**config.mk**
```make
export PLATFORM = sky130hd
export DESIGN_NAME = pc_fetch_sequencer
export DESIGN_NICKNAME = d
export VERILOG_FILES = /design/src/rtl/pc_fetch_sequencer.sv
export SDC_FILE = /design/constraint.sdc
export NUM_CORES = 1
export LEC_CHECK = 0
export CAP_MARGIN = 10
export CORE_UTILIZATION = 39
export CTS_BUF_LIST = sky130_fd_sc_hd__clkbuf_4
export DETAILED_ROUTE_END_ITERATION = 16
export GPL_ROUTABILITY_DRIVEN = 0
export GPL_TIMING_DRIVEN = 0
export PLACE_DENSITY = 0.87
export RECOVER_POWER = 50
export SYNTH_ARGS = -nofsm -noshare
export SYNTH_HDL_FRONTEND = slang
export SYNTH_SLANG_ARGS = --single-unit
```
**constraint.sdc**
```tcl
create_clock -name clock -period 1.9 [get_ports clock]
set_clock_uncertainty 0.2 [all_clocks]
set_input_delay 0.285 -clock clock [delete_from_list [all_inputs] [get_ports clock]]
set_output_delay 0.285 -clock clock [all_outputs]
set_load 0.02 [all_outputs]
```
**src/rtl/pc_fetch_sequencer.sv**
```systemverilog
// Fetch sequencer: steers the external PC register, runs the memory read handshake
// and hands fetched words to decode, with branch redirect, flush and halt handling.
module pc_fetch_sequencer #(
    parameter int                ADDR_W       = 16,
    parameter int                DATA_W       = 16,
    parameter logic [ADDR_W-1:0] RESET_VECTOR = '0
) (
    input  logic              clock,
    input  logic              reset,
    input  logic              start,
    input  logic              halt,
    input  logic [ADDR_W-1:0] pc_value,
    output logic              pc_write_en,
    output logic              pc_inc,
    output logic [ADDR_W-1:0] pc_data,
    output logic              mem_rd_req,
    output logic [ADDR_W-1:0] mem_addr,
    input  logic              mem_rd_ack,
    input  logic [DATA_W-1:0] mem_rd_data,
    output logic              ir_valid,
    output logic [DATA_W-1:0] ir_data,
    input  logic              ir_ready,
    input  logic              br_valid,
    input  logic [ADDR_W-1:0] br_target,
    output logic              busy
);

    typedef enum logic [2:0] {INIT, IDLE, FETCH, ISSUE, DRAIN, BRANCH} state_t;

    state_t            state, state_nxt;
    logic [ADDR_W-1:0] target;
    logic              first_cycle;
    logic              load_ir, load_target;

    // first_cycle marks the entry cycle of ISSUE so the PC steps exactly once per word
    always_ff @(posedge clock or posedge reset) begin
        if (reset) begin
            state       <= INIT;
            ir_data     <= '0;
            target      <= '0;
            first_cycle <= 1'b1;
        end else begin
            state       <= state_nxt;
            first_cycle <= (state != ISSUE);
            if (load_ir)     ir_data <= mem_rd_data;
            if (load_target) target  <= br_target;
        end
    end

    always_comb begin
        state_nxt   = state;
        load_ir     = 1'b0;
        load_target = 1'b0;
        pc_write_en = 1'b0;
        pc_inc      = 1'b0;
        pc_data     = '0;
        mem_rd_req  = 1'b0;
        mem_addr    = '0;
        ir_valid    = 1'b0;
        case (state)
            INIT: begin
                pc_write_en = 1'b1;
                pc_data     = RESET_VECTOR;
                state_nxt   = IDLE;
            end
            IDLE: begin
                if (br_valid) begin
                    load_target = 1'b1;
                    state_nxt   = BRANCH;
                end else if (start && !halt) begin
                    state_nxt = FETCH;
                end
            end
            FETCH: begin
                mem_rd_req = 1'b1;
                mem_addr   = pc_value;
                // a redirect without the ack still owes us one response: drain it first
                if (br_valid) begin
                    load_target = 1'b1;
                    state_nxt   = mem_rd_ack ? BRANCH : DRAIN;
                end else if (mem_rd_ack) begin
                    load_ir   = 1'b1;
                    state_nxt = ISSUE;
                end
            end
            DRAIN: begin
                if (br_valid)   load_target = 1'b1;
                if (mem_rd_ack) state_nxt   = BRANCH;
            end
            ISSUE: begin
                pc_inc   = first_cycle;
                ir_valid = !br_valid;
                if (br_valid) begin
                    load_target = 1'b1;
                    state_nxt   = BRANCH;
                end else if (ir_ready) begin
                    state_nxt = halt ? IDLE : FETCH;
                end
            end
            BRANCH: begin
                pc_write_en = 1'b1;
                pc_data     = target;
                state_nxt   = halt ? IDLE : FETCH;
            end
            default: state_nxt = INIT;
        endcase
    end

    assign busy = (state != IDLE);

endmodule
```
Yosys cells after proc, flatten, opt, wreduce, memory -nomap -nowiden
Cells that the tools add are included.

$add $sub $neg: 0. Multiply operators: 0. Div/mod/pow operators: 0. Magnitude comparators: 0. Eq/ne operators: 11. Shift operators: 0. Mux-type cells: 21. Bitwise logic cells: 0. Reductions and logical operators: 7.

Operators with widths (number): $mux 16 (2); $mux 3 (7); $pmux 3 s6 (1); $mux 1 (10); $ne 3x3->1 const B (3); $eq 3x2->1 const B (2); $eq 3x3->1 const B (2); $reduce_and 4->1 (1); $reduce_or 4->1 (1); $eq 3x1->1 const B (1); $logic_not 3->1 (1); $ne 3x1->1 const B (1); $ne 3x2->1 const B (1); $logic_not 1->1 (2); $mux 2 (1); $ne 2x2->1 const B (1); $reduce_or 2->1 (1); $logic_and 1x1->1 (1).

Flip-flop bits (word level): 36. Latch bits: 0. Bits in writable memories: 0. ROM bits: 0. Input port bits: 55. Output and inout bits: 53. Logic and storage cells: 43. Memories: 0.

Longest topological paths before layout
Word-level depth: 5. Mapped depth: 6.

Worst setup path before layout
Ideal clock, no wire load.

Path type: register to output. From: register state[0]. To: output port mem_addr[10]. Arrival: 1.463 ns. Data required time: 1.415 ns. Path slack: -0.048 ns. Cell stages (with the launch flop): 6. Path through: dfrtp_1 buf_6 or2_4 nor2_1 buf_2 and2_1.

Longest elaborated chain between the ends: 2.

RTL lines: start: declaration (line 30) `state_t state, state_nxt;`; start signal: assignment (line 43) `state <= state_nxt;`; $eq 3x2->1 (line 60) `case (state)`; $mux 16 (line 60); end: declaration (line 17) `output logic [ADDR_W-1:0] mem_addr,`.

No other way between the ends.

Worst setup path in the final report
From: register state[0]. To: output port mem_addr[12].

Same word-level chain as after synthesis.

==> results.tsv <==
metric	value	unit
Max FO, Critical Path	5	
Synthesis Warnings	0	
DIE HEIGHT	69.97	um
Syn Nets	201	
RSZ-0062 raised after global routing	true	
gr usage total	0.1934	
share of layout cells above drive strength 1	0.5104	
minimum clock period	2077	ps
routed len/inst	14.83	um
cell repeated most along the worst path	buf_6	
clock-pin slew on the worst setup and hold paths	110	ps
Yosys top cell area share	0.4861	
kind of end point of the critical path	output pin	
Setup violations, final	49	
dpl hpwl	3.199	mm
status	finished with violations	
CP arrival	1590	ps
Synth cell types	30	
setup TNS	-4875	ps
Async SR Flop Fraction	1.000	
reg2reg setup slack	-60	ps
power consumption	4.709	mW
Worst path top cell family by delay	simple AND/OR/NAND/NOR gates	
DRT iter0 DRCs	51	
number of global-route vias before repair	1663	
Layout area overhead	88.54	%
htree depth	2	
Port Buf Inserts	107	
slew margin rel.	0.5311	
final hold violation count	0	
period utilisation layout	1.093	
Area contributors post-synth	dfrtp_1, mux2_2, and2_1	
initial antenna violation count	0	
grt ovf	0	
Hold Buf Count CTS	0	
Seq cells post-synth	36	
hold slack	289.2	ps
clock buffers created by TritonCTS	5	
Bufs on Longest Clock Path	2	
first-pass GRT wire length	7.507	mm
Worst-Margin Slew	702.5	ps
Avg Cell Area, Syn	12.34	um^2
Synth Cell Area	0.001802	mm^2
Synth Flop Type	dfrtp_1	
worst vdd ir	0.0009170	V
Synth Instances	146	
pin count of the biggest net entering global routing	22	
R2R Path End	ir_data[9]	
Final Instance Area	0.003397	mm^2
total wire length	5.041	mm
CP Class	reg2out	
Site Rows	24	
number of synthesized flops with an enable pin	0	
n_diodes	0	
Hold WC Path Type	in2async	
1st-pass router iterations	4	
placed inst area	0.002970	mm^2
IO Count	108	
Worst path slowest cell	dfrtp_1	
fin. max-slew vios	0	
# DRC	0	
area leader, netlist	dfrtp_1	
clk_lat worst skew	330	ps
root cell of the clock tree	clkbuf_4	
worst reg-to-reg path cell count	7	
Via density	4.762	
Die Span X	69.97	um
reg2reg start	state[0]	
CTS tree	done	
register area share after synthesis	0.5007	
Initial Utilization	0.4110	
Worst Path Buf+Inv	2	
final net count	342	
routed vias	1619	
Routed Antenna Nets	0	
Max-Cap Viols	0	
die area	0.004896	mm^2
violated checks	negative setup slack	
clock tree sinks	36	
worst setup margin	-176.5	ps
slowest cell delay on critical path	430	ps
PD cells	1386	mW/mm^2
setup slack at placement	-552.8	ps
max frequency	481.6	MHz
Lkg Pwr	1.577	nW
startpoint types	flip-flop	
Core ar.	0.004384	mm^2
CP required	1410	ps
CP Cell Sequence	or2_4 > nor2_4 > buf_6 > and2_4 > buf_6	
cell usage after synthesis, types with 2 or more instances:
master / n
nor2_1: 3
clkbuf_1: 2
buf_2: 2
mux2_2: 23
and2_1: 33
a21oi_1: 3
nand2_1: 5
buf_6: 2
o21ai_0: 4
and3_1: 2
dfrtp_1: 35
mux2_4: 10
nor2b_1: 4
inv_1: 2
per-stage QoR:
step / utilization / instances
floorplan: - / 146
global placement: 0.6712 / 305
detailed placement: 0.6775 / 306
CTS: 0.7334 / 326
global route: 0.7748 / 340
finish: 0.7748 / 340
per-layer routing:
| metal | part of all wire | wire length, um | track usage |
|---|---|---|---|
| met1 | 0.40 | 1992 | 0.2345 |
| met3 | 0.064 | 324 | 0.06494 |
| met5 | 0 | 0 | 0 |
| met2 | 0.53 | 2659 | 0.3269 |
| met4 | 0.013 | 64 | 0.05556 |
flip-flops by register name, indices dropped and copies added (netlist names):
signal / cells
target: 16
first_cycle: 1
state: 3
ir_data: 16
layout by cell type (no fill, tap or decap), types with 2 or more instances in the layout:
| master | netlist | final |
|---|---|---|
| nand2_1 | 5 | 4 |
| buf_6 | 2 | 34 |
| mux2_4 | 10 | 10 |
| buf_8 | 0 | 2 |
| and2_1 | 33 | 9 |
| o21ai_0 | 4 | 4 |
| nand2_2 | 1 | 2 |
| a21oi_1 | 3 | 2 |
| nor2_1 | 3 | 2 |
| dfrtp_1 | 35 | 35 |
| buf_4 | 0 | 24 |
| clkdlybuf4s15_2 | 0 | 2 |
| mux2_2 | 23 | 23 |
| and2_4 | 0 | 24 |
| clkdlybuf4s50_1 | 0 | 69 |
| buf_2 | 2 | 3 |
| nor2b_1 | 4 | 3 |
| clkbuf_4 | 0 | 6 |
| nor2_4 | 1 | 3 |
power by group:
group          switching, mW  internal [mW]  total (mW)
clock network          0.252          0.290       0.542
logic                   1.21           1.62        2.83
registers              0.201           1.14        1.34
total                   1.66           3.05        4.71
timing repair:
item | CTS | global route
buffers inserted | 9 | 14
gates resized for setup | 224 | 24
endpoints found under the setup margin | 37 | 56
gates cloned | 3 | 1
pin swaps | 22 | 9
cell families (layout without fill, tap and decap cells):
kind of cell    after synthesis  in the layout  share of synthesized area
simple gates                 55             56                     0.1882
xor+xnor                      1              1                   0.004862
flops                        36             36                     0.5007
buf+inv                       9            150                    0.03750
compound gates               12             12                    0.04167
mux                          33             33                     0.2271
final cells by class:
cell class / instances / area (um^2)
tap: 52 / 65.06
inverter: 2 / 7.507
sequential: 36 / 902.1
clock inverter: 2 / 35.03
buffer: 6 / 73.82
clock buffer: 6 / 45.04
timing repair buffer: 134 / 1344
multi-input combinational: 102 / 924.6
fill: 303 / 987.2
how the worst max path moves through the flow:
stage                        start           end  slack [ps]  depth (start not counted)
after floorplan           state[0]  mem_addr[10]          80                          5
after CTS                 state[0]  mem_addr[12]        -240                          6
after detailed placement  state[2]   pc_data[13]        -550                          5
final                     state[0]  mem_addr[12]        -180                          5
after global placement    state[1]   pc_data[12]        -560                          5
after global routing      state[0]  mem_addr[14]        -250                          5
(Power assumes the default switching activity.)
